`config.mk`:
```
export PLATFORM = sky130hd
export DESIGN_NAME = match_ctrl
export DESIGN_NICKNAME = d
export VERILOG_FILES = /design/src/rtl/match_pkg.sv /design/src/rtl/edge_rise.sv /design/src/rtl/match_ctrl.sv
export SDC_FILE = /design/constraint.sdc
export NUM_CORES = 1
export LEC_CHECK = 0
export CAP_MARGIN = 20
export CORE_MARGIN = 2
export CORE_UTILIZATION = 40
export DETAILED_ROUTE_END_ITERATION = 16
export GPL_ROUTABILITY_DRIVEN = 0
export MAX_ROUTING_LAYER = met4
export PLACE_DENSITY_LB_ADDON = 0.05
export SYNTH_ARGS = -nofsm -noshare
export SYNTH_HDL_FRONTEND = slang
export SYNTH_SLANG_ARGS = --single-unit
```
`constraint.sdc`:
```
create_clock -name clk -period 2.35 [get_ports clk]
set_input_delay 0.47 -clock clk [delete_from_list [all_inputs] [get_ports clk]]
set_output_delay 0.47 -clock clk [all_outputs]
set_load 0.005 [all_outputs]
```
`src/rtl/match_pkg.sv`:
```
// -----------------------------------------------------------------------------
// match_pkg
// Shared definitions for the match controller: state encoding, default match
// length and pause length, player codes and a saturating score helper.
// -----------------------------------------------------------------------------
package match_pkg;

  // Encoding is visible on the state output, so the values are fixed.
  typedef enum logic [1:0] {
    ST_IDLE      = 2'd0,
    ST_PLAY      = 2'd1,
    ST_PAUSE     = 2'd2,
    ST_MATCH_END = 2'd3
  } state_e;

  localparam int WIN_SCORE_DEF    = 15;
  localparam int PAUSE_FRAMES_DEF = 90;

  localparam logic [1:0] PLAYER_NONE = 2'd0;
  localparam logic [1:0] PLAYER_1    = 2'd1;
  localparam logic [1:0] PLAYER_2    = 2'd2;

  // Increment a score but never pass the cap, so a score can never wrap.
  function automatic logic [3:0] score_inc(input logic [3:0] score,
                                           input logic [3:0] cap);
    if (score >= cap) begin
      score_inc = cap;
    end else begin
      score_inc = score + 4'd1;
    end
  endfunction

endpackage

```
`src/rtl/edge_rise.sv`:
```
// -----------------------------------------------------------------------------
// edge_rise
// Rising-edge detector: remembers the previous input value in a register and
// flags a rise when the input is high and the remembered value is low.
// Ports:
//   clk    - system clock
//   rst_n  - asynchronous active-low reset (previous value forced low)
//   d_i    - level input
//   rise_o - high for the clock in which d_i is high and was low last clock
// -----------------------------------------------------------------------------
module edge_rise (
  input  logic clk,
  input  logic rst_n,
  input  logic d_i,
  output logic rise_o
);

  logic prev_q;

  // Previous-value register, updated every clock regardless of FSM state.
  always_ff @(posedge clk or negedge rst_n) begin
    if (!rst_n) begin
      prev_q <= 1'b0;
    end else begin
      prev_q <= d_i;
    end
  end

  // Clearing prev_q on reset means a level already high after reset
  // produces exactly one rise on the first clock.
  assign rise_o = d_i & ~prev_q;

endmodule

```
`src/rtl/match_ctrl.sv`:
```
// -----------------------------------------------------------------------------
// match_ctrl
// Match sequencer for a two-player game: starts a match, counts points from
// the physics stage, freezes physics for a fixed number of frames after each
// point and declares the match winner.
// Ports:
//   clk, rst_n    - clock and asynchronous active-low reset
//   frame_tick    - one-clock frame strobe
//   start_btn     - debounced start button level
//   game_over     - point-ended level from the physics stage
//   winner        - point winner (1 = P1, 2 = P2, others ignored)
//   phys_en       - frame strobe gated to PLAY, drives the physics enable
//   p1_score      - P1 points
//   p2_score      - P2 points
//   state         - IDLE=0, PLAY=1, PAUSE=2, MATCH_END=3
//   match_winner  - winning player, valid in MATCH_END
//   last_point    - winner of the most recent scored point
// -----------------------------------------------------------------------------
module match_ctrl
  import match_pkg::*;
#(
  parameter int WIN_SCORE    = WIN_SCORE_DEF,
  parameter int PAUSE_FRAMES = PAUSE_FRAMES_DEF
) (
  input  logic       clk,
  input  logic       rst_n,
  input  logic       frame_tick,
  input  logic       start_btn,
  input  logic       game_over,
  input  logic [1:0] winner,
  output logic       phys_en,
  output logic [3:0] p1_score,
  output logic [3:0] p2_score,
  output logic [1:0] state,
  output logic [1:0] match_winner,
  output logic [1:0] last_point
);

  localparam logic [3:0] WIN_Q   = 4'(WIN_SCORE);
  localparam logic [7:0] PAUSE_Q = 8'(PAUSE_FRAMES);

  state_e     state_q;
  logic [3:0] p1_q;
  logic [3:0] p2_q;
  logic [1:0] match_winner_q;
  logic [1:0] last_point_q;
  logic [7:0] pause_cnt_q;

  logic       go_rise_s;
  logic       start_rise_s;
  logic       point_ev_s;
  logic [3:0] p1_inc_s;
  logic [3:0] p2_inc_s;

  edge_rise u_go_edge (
    .clk    (clk),
    .rst_n  (rst_n),
    .d_i    (game_over),
    .rise_o (go_rise_s)
  );

  edge_rise u_start_edge (
    .clk    (clk),
    .rst_n  (rst_n),
    .d_i    (start_btn),
    .rise_o (start_rise_s)
  );

  // Edges outside PLAY are dropped; the detector itself keeps tracking, so a
  // level held through PAUSE does not look like a new edge later.
  assign point_ev_s = go_rise_s & (state_q == ST_PLAY);
  assign p1_inc_s   = score_inc(p1_q, WIN_Q);
  assign p2_inc_s   = score_inc(p2_q, WIN_Q);

  assign phys_en      = frame_tick & (state_q == ST_PLAY);
  assign p1_score     = p1_q;
  assign p2_score     = p2_q;
  assign state        = state_q;
  assign match_winner = match_winner_q;
  assign last_point   = last_point_q;

  // Match FSM: state, scores, winner bookkeeping and pause counter.
  always_ff @(posedge clk or negedge rst_n) begin
    if (!rst_n) begin
      state_q        <= ST_IDLE;
      p1_q           <= 4'd0;
      p2_q           <= 4'd0;
      match_winner_q <= PLAYER_NONE;
      last_point_q   <= PLAYER_NONE;
      pause_cnt_q    <= 8'd0;
    end else begin
      case (state_q)
        ST_IDLE: begin
          if (start_rise_s) begin
            state_q        <= ST_PLAY;
            p1_q           <= 4'd0;
            p2_q           <= 4'd0;
            match_winner_q <= PLAYER_NONE;
            last_point_q   <= PLAYER_NONE;
          end
        end

        ST_PLAY: begin
          // winner is sampled in the same clock the edge is seen; codes
          // other than 1 and 2 are ignored entirely.
          if (point_ev_s && (winner == PLAYER_1)) begin
            p1_q         <= p1_inc_s;
            last_point_q <= PLAYER_1;
            if (p1_inc_s == WIN_Q) begin
              state_q        <= ST_MATCH_END;
              match_winner_q <= PLAYER_1;
            end else begin
              state_q     <= ST_PAUSE;
              pause_cnt_q <= PAUSE_Q;
            end
          end else if (point_ev_s && (winner == PLAYER_2)) begin
            p2_q         <= p2_inc_s;
            last_point_q <= PLAYER_2;
            if (p2_inc_s == WIN_Q) begin
              state_q        <= ST_MATCH_END;
              match_winner_q <= PLAYER_2;
            end else begin
              state_q     <= ST_PAUSE;
              pause_cnt_q <= PAUSE_Q;
            end
          end
        end

        ST_PAUSE: begin
          // The tick that finds the counter at 1 is the last suppressed one.
          if (frame_tick) begin
            pause_cnt_q <= pause_cnt_q - 8'd1;
            if (pause_cnt_q <= 8'd1) begin
              state_q     <= ST_PLAY;
              pause_cnt_q <= 8'd0;
            end
          end
        end

        ST_MATCH_END: begin
          if (start_rise_s) begin
            state_q        <= ST_PAUSE;
            p1_q           <= 4'd0;
            p2_q           <= 4'd0;
            match_winner_q <= PLAYER_NONE;
            last_point_q   <= PLAYER_NONE;
            pause_cnt_q    <= PAUSE_Q;
          end
        end

        default: begin
          state_q <= ST_IDLE;
        end
      endcase
    end
  end

endmodule

```
**Word-level counts from Yosys, hierarchy flattened**

Index checks and enable logic that the tools add are counted.

- Register bits after elaboration: 24
- Output and inout port bits: 15
- Logic and storage cells: 86

- Add/sub/neg operators: 3
- Order comparisons: 3
- Eq/ne operators: 20
- Muxes and demuxes: 34
- Bitwise logic cells: 6
- Reduce and logical (&&, ||, !) cells: 12

Operators with widths:

| kind | number |
|---|---|
| 2-to-1 mux 8 bit | 7 |
| 2-to-1 mux 2 bit | 13 |
| 2-to-1 mux 4 bit | 6 |
| case mux 8 bit (3 select lines) | 1 |
| case mux 4 bit (2 select lines) | 2 |
| != test 2 bit (second input constant) | 5 |
| AND reduction 5 bit | 2 |
| adder 4 x 1 -> 4 bit (second input constant) | 2 |
| == test 4 bit (second input constant) | 2 |
| greater-or-equal comparator 4 bit (second input constant) | 2 |
| <= comparator 8 x 1 -> 1 bit (second input constant) | 1 |
| case mux 2 bit (2 select lines) | 2 |
| case mux 2 bit (4 select lines) | 1 |
| subtractor 8 x 1 -> 8 bit (second input constant) | 1 |
| == test 2 bit (second input constant) | 3 |
| != test 2 x 1 -> 1 bit (second input constant) | 3 |
| != test 3 x 1 -> 1 bit (second input constant) | 2 |
| != test 3 bit (second input constant) | 2 |
| AND reduction 3 bit | 2 |
| AND reduction 6 bit | 1 |
| AND 1 bit | 4 |
| == test 2 x 1 -> 1 bit (second input constant) | 2 |
| AND reduction 4 bit | 1 |
| != test 3 x 2 -> 1 bit (second input constant) | 1 |
| 7 further kinds | 10 |

**Depth between registers and ports, before layout**

Gate-level depths: netlist of the first run.

- Depth after elaboration: 7
- Depth in mapped cells: 9

**Cells and area by module**

Synthesis of the first run repeated with hierarchy kept, for this count alone.

- Cell total of the unflattened synthesis: 167
- Area total of the unflattened synthesis: 1,535.2 µm²

By module, submodules not included:

| module | instances | cells an instance | area each (µm²) | sequential area each (µm²) |
|---|---|---|---|---|
| match_ctrl | 1 | 163 | 1,457.6 | 550.5 |
| edge_rise | 2 | 2 | 38.8 | 25.0 |

**Least setup slack after synthesis of the first run**

OpenSTA, ideal clock, no wires.

- Path kind: register to register
- Start point: register p2_q[0], in the netlist p2_score[0]
- End point: register pause_cnt_q[0]
- Arrival: 2.043 ns
- Data required time: 2.222 ns
- Slack: 0.179 ns
- Stages on the path, launching flop included: 8
- Period minus slack after synthesis: 2.171 ns
- Cells stage by stage: dfrtp_1 > ha_1 > nor2b_1 > maj3_1 > nand4_2 > and3_1 > buf_2 > mux2_1

- Cells in the longest elaborated chain, start to end: 5

RTL lines:

| element | RTL line | text |
|---|---|---|
| start, declared | match_ctrl.sv:44 | `logic [3:0] p2_q;` |
| start signal, assigned | match_ctrl.sv:117 | `p2_q <= p2_inc_s;` |
| adder 4 x 1 -> 4 bit or greater-or-equal comparator 4 bit (tied branches) | match_pkg.sv:29, match_pkg.sv:26 |  |
| 2-to-1 mux 4 bit * | match_pkg.sv:26 | `if (score >= cap) begin` |
| == test 4 bit * | match_ctrl.sv:119 | `if (p2_inc_s == WIN_Q) begin` |
| != test 3 bit (no source line) * | n/a |  |
| AND reduction 6 bit (no source line) * | n/a |  |
| end signal, assigned | match_ctrl.sv:132 | `pause_cnt_q <= pause_cnt_q - 8'd1;` |
| end, declared | match_ctrl.sv:47 | `logic [7:0] pause_cnt_q;` |

Mark *: on every way between the ends. The rest lies on a longest branch, timed or not.
A chain may end at the register's enable or synchronous reset.

**Worst setup path in the final report of the first run**

- Start point: register state_q[1], in the netlist state[1]
- End point: output port phys_en

- Cells in the longest elaborated chain, start to end: 2

RTL lines:

| element | RTL line | text |
|---|---|---|
| start, declared | match_ctrl.sv:42 | `state_e state_q;` |
| start signal, assigned | match_ctrl.sv:85 | `state_q <= ST_IDLE;` |
| start signal, assigned | match_ctrl.sv:95 | `state_q <= ST_PLAY;` |
| start signal, assigned | match_ctrl.sv:110 | `state_q <= ST_MATCH_END;` |
| == test 2 x 1 -> 1 bit | match_ctrl.sv:75 | `assign phys_en = frame_tick & (state_q == ST_PLAY);` |
| AND 1 bit | match_ctrl.sv:75 |  |
| end, declared | match_ctrl.sv:31 | `output logic phys_en,` |

No other way between the ends.

==> results of run 1 <==
## routing by layer
layer / GRT usage / up-vias / routed length (um)
li1: - / 652 / -
met1: 0.246 / 667 / 1650
met2: 0.325 / 29 / 1820
met3: 0.0409 / 2 / 123
met4: 0.0383 / 0 / 21
met5: - / - / 0
## path summary, 6_finish.rpt
path | startpoint | endpoint | depth (start not counted) | slack [ns]
min in group asynchronous | rst_n | p2_score[1]$_DFFE_PN0P_ | 2 | 0.56
hold reg to reg | last_point[0]$_DFFE_PN0P_ | last_point[0]$_DFFE_PN0P_ | 1 | 0.50
setup / recovery | state[1]$_DFFE_PN0P_ | phys_en | 5 | 0.13
max in group asynchronous | rst_n | pause_cnt_q[1]$_DFFE_PN0P_ | 2 | 1.55
setup reg to reg | state[1]$_DFFE_PN0P_ | match_winner[1]$_DFFE_PN0P_ | 6 | 0.18
hold / removal | last_point[0]$_DFFE_PN0P_ | last_point[0]$_DFFE_PN0P_ | 1 | 0.50
## layout make-up
cell class	count	area (um2)
Tap cell	48	60.1
Fill cell	355	1710
Clock buffer	3	41.3
Inverter	11	41.3
Timing Repair Buffer	36	323
Clock inverter	1	30.0
Sequential cell	24	601
Multi-Input combinational cell	119	882
## through the flow
| step | hold WS (ns) | total power, uW |
|---|---|---|
| floorplan | 0.174 | 1470 |
| global placement | 0.474 | 1970 |
| detailed placement | 0.478 | 2000 |
| CTS | 0.502 | 2380 |
| global route | 0.540 | 2580 |
| finish | 0.504 | 2360 |
## cells by family after synthesis
logic type | Yosys count | share of synthesized area
and+or+nand+nor | 61 | 0.234
DFF | 24 | 0.390
buffers and inverters | 15 | 0.0381
adders and majority gates | 11 | 0.0860
muxes | 8 | 0.0576
AOI/OAI and AO/OA | 38 | 0.189
xor gates and xnor gates | 1 | 0.00568
## cell usage after synthesis (2+ instances only)
| cell type | number |
|---|---|
| nand2b_1 | 5 |
| or4_4 | 2 |
| nor3b_1 | 2 |
| nor2b_1 | 6 |
| a21o_1 | 2 |
| inv_1 | 10 |
| nand4_1 | 4 |
| maj3_1 | 2 |
| o2111ai_1 | 2 |
| nand3b_1 | 2 |
| mux2_1 | 3 |
| nand3_1 | 6 |
| a22o_1 | 6 |
| and2_1 | 2 |
| nor3_1 | 3 |
| a21oi_1 | 8 |
| nand2_1 | 12 |
| and3_1 | 2 |
| mux2_2 | 4 |
| ha_1 | 9 |
| dfrtp_1 | 24 |
| a211oi_1 | 2 |
| clkbuf_1 | 2 |
| o21ai_0 | 6 |
| nor2_1 | 10 |
## flip-flops by register name (all words and copies together) (netlist names)
signal,cells
u_start_edge.prev_q,1
state,2
last_point,2
p1_score,4
p2_score,4
match_winner,2
u_go_edge.prev_q,1
pause_cnt_q,8
## power by group through the flow
stage	Combinational, uW	Sequential (uW)	Clock (uW)
final	1330	662	370
after global routing	1490	684	401
after CTS	1340	661	379
after detailed placement	1330	667	0
after global placement	1310	658	0
after floorplan	822	652	0
==> results.py, run 1 <==
metrics = {
    "status": {
        "status": "finished, final reports clean",
    },
    "power": {
        "power_leakage_uw": 0.000849,
        "p_int_uw": 1430,
        "power.switching_uw": 934,
        "p_comb_frac": 0.564,
        "netSwitchingFraction": 0.395,
        "p_seq_frac": 0.280,
        "peakVddDrop_mv": 0.725,
        "power_frac_clock": 0.156,
        "cellPowerDensity_nw_per_um2": 1200,
    },
    "logic_synthesis": {
        "syn-cell-area_um2": 1540,
        "yosys.area.top_type": "dfrtp_1",
        "synth-seq-cells": 24,
        "syn_area_per_cell_um2": 9.76,
        "ys_seq_area_frac": 0.390,
        "synth_edf_count": 0,
        "ys_types": 47,
        "synth_nets": 174,
        "async_reset_ff_frac": 1.00,
        "synthFlopType": "dfrtp_1",
        "netlist_instances": 158,
        "synth_top_area_frac": 0.390,
        "synth_warnings": 0,
        "yosys-top-cells-area": "dfrtp_1, ha_1, a22o_1, mux2_2, nand2_1",
    },
    "placement": {
        "place_area_um2": 1910,
        "placed_cells": 238,
        "numPortBuffers": 21,
        "place_ws_ns": 0.0409,
        "hpwl_um": 2710,
    },
    "floorplanning": {
        "rows": 22,
        "pin_count": 22,
        "die_w_um": 66.1,
        "core-area_um2": 3690,
        "die_height_um": 66.1,
        "start_util": 0.418,
        "dieArea_um2": 4370,
    },
    "finish": {
        "fin_cells": 242,
        "fin_util": 0.536,
        "final_common_cell": "dfrtp_1",
        "most-common-layout-cells": "dfrtp_1, clkdlybuf4s50_1, buf_4",
        "drive_above_1_share": 0.170,
        "postLayoutCellArea_um2": 1980,
        "nNetsFinal": 211,
        "n_antenna_cell": 0,
        "area_delta_synth_final_pct": 28.3,
    },
    "clock_network": {
        "clock-sinks": 24,
        "clock_latency_ns": 0.27,
        "cts_made_buffers": 3,
        "cts_resized": 0,
        "clockBufferDepth": 2,
        "htreeDepth": 1,
        "cts_root_buf": "clkbuf_8",
        "clk_pin_slew_ns": 0.09,
        "cts_hold_buf": 0,
        "cts_setup_buffers": 0,
        "tritoncts": "done",
    },
    "drt": {
        "first_pass_iters": 4,
        "dr_total_vias": 1350,
        "wl_um": 3620,
        "drc": 0,
        "drtAntennaViolNets": 0,
        "routedWlPerCell_um": 15.0,
        "via_per_inst": 5.58,
        "drt_iter0_markers": 152,
    },
    "setup_path": {
        "cpMaxStageDelayCell": "clkdlybuf4s50_1",
        "worst-path-buf-inv": 3,
        "slowest_delay_ns": 0.51,
        "required_ns": 1.88,
        "startpoint_type": "register",
        "worstPathCellList": "inv_1 -> ha_1 -> inv_2 -> nor2_1 -> clkdlybuf4s50_1",
        "crit_path_end_kind": "primary output",
        "path_max_fanout": 5,
        "worstSetupPathType": "register to primary output",
        "cp_data_arrival_time_ns": 1.75,
        "cpLargestDelayFamily": "buffers and inverters",
    },
    "sta": {
        "hold_viol": 0,
        "rsz0062_at_grt": "false",
        "final-max-slew-violation-count": 0,
        "fin_ws_ns": 0.130,
        "finClkSkew_ns": 0.00492,
        "min_period_ns": 2.22,
        "worst_pin_slew_ns": 0.460,
        "fin_setup_tns_ns": 0,
        "period_share": 0.945,
        "timing.max_slew.rel_slack": 0.691,
        "setup-violations-final": 0,
        "max_freq_mhz": 450,
    },
    "global_route": {
        "grt_first_pass_wirelength_um": 6400,
        "grt_max_degree": 25,
        "grt.total_usage": 0.195,
        "antenna_found_initial": 0,
        "grt_pass1_vias": 1363,
        "overflow": 0,
    },
    "min_path": {
        "hold_class": "register to register",
    },
    "run": {
        "maxCapViolCount": 0,
    },
}
No activity file was read; power rests on OpenSTA's default activity.
==> run 2: changes to the inputs <==
CORE_MARGIN = not set   (was 2)
PLACE_DENSITY_LB_ADDON = 0.12   (was 0.05)
==> results.py, run 2 (synthesized netlist as in run 1, its figures left out) <==
metrics = {
    "clock_network": {
        "tritoncts": "done",
        "cts_made_buffers": 3,
        "clock_latency_ns": 0.26,
        "clock-sinks": 24,
        "cts_resized": 0,
        "cts_hold_buf": 0,
        "clockBufferDepth": 2,
        "cts_root_buf": "clkbuf_8",
        "clk_pin_slew_ns": 0.08,
        "htreeDepth": 1,
        "cts_setup_buffers": 0,
    },
    "drt": {
        "first_pass_iters": 4,
        "wl_met2_um": 1800,
        "routedWlPerCell_um": 14.2,
        "drt-met1-wl_um": 1540,
        "topRoutingLayerUsed": "met4",
        "via_per_inst": 5.42,
        "wl_um": 3440,
        "met3WireLength_um": 82,
        "drt_iter0_markers": 61,
        "drtAntennaViolNets": 0,
        "dr_total_vias": 1311,
        "drc": 0,
    },
    "setup_path": {
        "path_common_cell": "mux2_2",
        "worstSetupPathType": "register to register",
        "startpoint_type": "register",
        "path_max_fanout": 5,
        "slowest_delay_ns": 0.44,
        "crit_path_end_kind": "register",
        "required_ns": 2.50,
        "r2r_cells": 6,
        "rrSetupSlack_ns": 0.18,
        "rr_endpoint": "match_winner[1]$_DFFE_PN0P_",
        "worstPathCellList": "inv_1 -> ha_1 -> mux2_2 -> nand2b_1 -> a211oi_1 -> mux2_2",
        "cp_data_arrival_time_ns": 2.32,
        "cpMaxStageDelayCell": "dfrtp_1",
        "r2r_start": "state[1]$_DFFE_PN0P_",
    },
    "power": {
        "cellPowerDensity_nw_per_um2": 1160,
        "peakVddDrop_mv": 0.605,
        "power_leakage_uw": 0.000842,
    },
    "placement": {
        "placed_cells": 238,
        "numPortBuffers": 21,
        "hpwl_um": 2680,
        "place_ws_ns": -0.0110,
    },
    "floorplanning": {
        "dieArea_um2": 4110,
        "die_w_um": 64.1,
        "core-area_um2": 3690,
        "rows": 22,
        "die_height_um": 64.1,
        "pin_count": 22,
        "start_util": 0.418,
    },
    "finish": {
        "regArea_um2": 601,
        "area_delta_synth_final_pct": 27.3,
        "top_register": "pause_cnt_q",
        "drive_above_1_share": 0.170,
        "most-common-layout-cells": "dfrtp_1, clkdlybuf4s50_1, buf_4",
        "n_fill_cell": 350,
        "largest_reg_flops": 8,
        "n_antenna_cell": 0,
        "fin_cells": 242,
        "nNetsFinal": 211,
        "final_common_cell": "dfrtp_1",
        "multiInputGateArea_um2": 882,
    },
    "run": {
        "maxCapViolCount": 0,
    },
    "sta": {
        "period_share": 0.925,
        "timing.max_slew.rel_slack": 0.705,
        "hold_viol": 0,
        "rsz0062_at_grt": "false",
        "max_freq_mhz": 460,
        "min_period_ns": 2.17,
        "setup-violations-final": 0,
        "final-max-slew-violation-count": 0,
        "worst_pin_slew_ns": 0.440,
        "whs_ns": 0.494,
        "finClkSkew_ns": 0.00137,
        "fin_ws_ns": 0.177,
    },
    "global_route": {
        "grt_max_degree": 25,
        "grt_pass1_vias": 1307,
        "antenna_found_initial": 0,
        "grt_first_pass_wirelength_um": 5770,
        "grt.total_usage": 0.183,
        "overflow": 0,
    },
    "min_path": {
        "whs_endpoint": "last_point[0]$_DFFE_PN0P_",
        "hold_class": "register to register",
        "min_path_cells": 1,
        "min-delay-start": "last_point[0]$_DFFE_PN0P_",
    },
    "status": {
        "status": "finished, final reports clean",
    },
}
==> run 2: report_power, final <==
group          internal [uW]  total [uW]  switching (uW)  leakage (uW)
clock                    149         278             128     0.0000288
combinational            676        1330             651      0.000517
sequential               526         662             135      0.000297
total                   1350        2270             915      0.000842
==> run 2: final cells by class <==
class / instances / area share
multi-input combinational: 119 / 0.450
sequential: 24 / 0.306
timing repair buffer: 36 / 0.165
tap: 48 / 0.0306
inverter: 11 / 0.0210
clock buffer: 4 / 0.0281
==> run 2: worst max path at each step <==
stage | cells after the start | to | startpoint | slack [ns]
global placement | 6 | match_winner[1]$_DFFE_PN0P_ | winner[1] | 0.09
finish | 6 | match_winner[1]$_DFFE_PN0P_ | state[1]$_DFFE_PN0P_ | 0.18
floorplan | 7 | pause_cnt_q[0]$_DFFE_PN0P_ | p2_score[0]$_DFFE_PN0P_ | 0.18
global route | 6 | match_winner[1]$_DFFE_PN0P_ | state[0]$_DFFE_PN0P_ | 0.08
CTS | 6 | match_winner[1]$_DFFE_PN0P_ | state[1]$_DFFE_PN0P_ | 0.15
detailed placement | 6 | match_winner[1]$_DFFE_PN0P_ | winner[1] | -0.01
==> run 2: metrics by stage <==
stage | area (um2) | util | setup TNS (ns) | power, uW
floorplan | 1540 | - | 0 | 1470
global placement | 1910 | 0.517 | 0 | 1950
detailed placement | 1910 | 0.517 | -0.0110 | 2010
CTS | 1960 | 0.532 | 0 | 2300
global route | 1960 | 0.532 | 0 | 2460
finish | 1960 | 0.532 | 0 | 2270
==> run 2: per-layer routing <==
metal | global-route usage | vias to the layer above
li1 | - | 647
met3 | 0.0286 | 2
met2 | 0.338 | 26
met4 | 0.0284 | 0
met1 | 0.212 | 636
met5 | - | -
==> run 2: critical path: cells and delay by family, from the launching register on <==
kind	cells	cell delay, ns
AOI/OAI and AO/OA	1	0.31
adders and majority gates	1	0.31
buffers and inverters	1	0.11
DFF	1	0.44
muxes	2	0.73
and+or+nand+nor	1	0.16
==> run 3: changes to the inputs <==
PLACE_DENSITY = 0.71   (was not set)
PLACE_DENSITY_LB_ADDON = not set   (was 0.12)
SKIP_CTS_REPAIR_TIMING = 1   (was not set)
==> results.py, run 3 (synthesized netlist as in run 1, its figures left out) <==
metrics = {
    "status": {
        "status": "finished, final reports clean",
    },
    "finish": {
        "top_register": "pause_cnt_q",
        "nNetsFinal": 210,
        "most-common-layout-cells": "dfrtp_1, clkdlybuf4s50_1, buf_4",
        "drive_above_1_share": 0.166,
        "final_common_cell": "dfrtp_1",
        "n_antenna_cell": 0,
        "area_delta_synth_final_pct": 26.8,
        "fin_util": 0.530,
        "largest_reg_flops": 8,
        "fin_cells": 241,
    },
    "sta": {
        "timing.max_slew.rel_slack": 0.711,
        "rsz0062_at_grt": "false",
        "final-max-slew-violation-count": 0,
        "period_share": 0.952,
        "setup-violations-final": 0,
        "whs_ns": 0.491,
        "min_period_ns": 2.24,
        "fin_setup_tns_ns": 0,
        "max_freq_mhz": 447,
        "hold_viol": 0,
        "worst_pin_slew_ns": 0.430,
        "finClkSkew_ns": 0.00811,
    },
    "drt": {
        "drc": 0,
        "wl_um": 3580,
        "routedWlPerCell_um": 14.9,
        "first_pass_iters": 4,
        "drtAntennaViolNets": 0,
        "dr_total_vias": 1355,
        "via_per_inst": 5.62,
        "drt_iter0_markers": 66,
    },
    "power": {
        "peakVddDrop_mv": 0.497,
        "cellPowerDensity_nw_per_um2": 1150,
        "power_leakage_uw": 0.000837,
    },
    "setup_path": {
        "startpoint_type": "register",
        "path_max_fanout": 5,
        "cpMaxStageDelayCell": "clkdlybuf4s50_1",
        "cp_data_arrival_time_ns": 1.77,
        "r2r_cells": 6,
        "required_ns": 1.88,
        "slowest_delay_ns": 0.52,
        "worstPathCellList": "inv_1 -> ha_1 -> inv_2 -> nor2_1 -> clkdlybuf4s50_1",
        "worstSetupPathType": "register to primary output",
        "crit_path_end_kind": "primary output",
    },
    "min_path": {
        "hold_class": "register to register",
        "min_path_cells": 1,
    },
    "placement": {
        "hpwl_um": 2600,
        "numPortBuffers": 21,
        "placed_cells": 237,
    },
    "clock_network": {
        "tritoncts": "done",
        "clk_pin_slew_ns": 0.09,
        "cts_made_buffers": 3,
        "clock_latency_ns": 0.27,
        "clock-sinks": 24,
        "clockBufferDepth": 2,
        "htreeDepth": 1,
        "cts_root_buf": "clkbuf_8",
    },
    "floorplanning": {
        "core-area_um2": 3690,
        "rows": 22,
        "dieArea_um2": 4110,
        "pin_count": 22,
        "die_w_um": 64.1,
        "die_height_um": 64.1,
        "start_util": 0.418,
    },
    "global_route": {
        "antenna_found_initial": 0,
        "grt_max_degree": 25,
        "grt_pass1_vias": 1375,
        "grt_first_pass_wirelength_um": 6170,
        "grt.total_usage": 0.193,
        "overflow": 0,
    },
    "run": {
        "maxCapViolCount": 0,
    },
}
-- run 3: cell count changes in the layout (fill, tap and decap cells not counted), sizes merged --
cell,delta
buf,-1
-- run 3: worst max-delay path, delay by kind of cell, from the launching register on --
family,cells,cell delay (ns)
buffers and inverters,3,0.72
DFF,1,0.45
adders and majority gates,1,0.19
and+or+nand+nor,1,0.14
-- run 3: layer usage --
layer  track usage  part of all wire
met3        0.0268             0.031
met1         0.226              0.45
met2         0.347              0.51
met4        0.0455            0.0064
met5             -                 0
-- run 3: worst paths after layout --
path / from / to / slack (ns)
max: state[1]$_DFFE_PN0P_ / phys_en / 0.11
min: last_point[0]$_DFFE_PN0P_ / last_point[0]$_DFFE_PN0P_ / 0.49
max reg2reg: p2_score[1]$_DFFE_PN0P_ / pause_cnt_q[0]$_DFFE_PN0P_ / 0.13
min reg2reg: last_point[0]$_DFFE_PN0P_ / last_point[0]$_DFFE_PN0P_ / 0.49
max in group asynchronous: rst_n / last_point[1]$_DFFE_PN0P_ / 1.54
min in group asynchronous: rst_n / pause_cnt_q[0]$_DFFE_PN0P_ / 0.55
-- run 3: power by group --
| part | switching, uW | total (uW) | internal (uW) | leakage (uW) |
|---|---|---|---|---|
| sequential | 125 | 651 | 526 | 0.000297 |
| combinational | 664 | 1320 | 655 | 0.000512 |
| clock | 136 | 286 | 150 | 0.0000288 |
-- run 3: through the flow --
step	cell area, um2	power (uW)	setup WS, ns
3_5_place_dp	1900	1960	-0.0197
5_1_grt	1950	2440	0.00653
3_3_place_gp	1900	1920	0.0377
6_report	1950	2250	0.113
4_1_cts	1950	2260	0.119
2_1_floorplan	1540	1470	0.179
-- run 3: area by class of cell --
type,count,area [um2]
clock buffers,4,55.1
well taps,48,60.1
repair buffers,35,315
inverters,11,41.3
flip-flops and latches,24,601
fillers,352,1730
multi-input cells,119,882
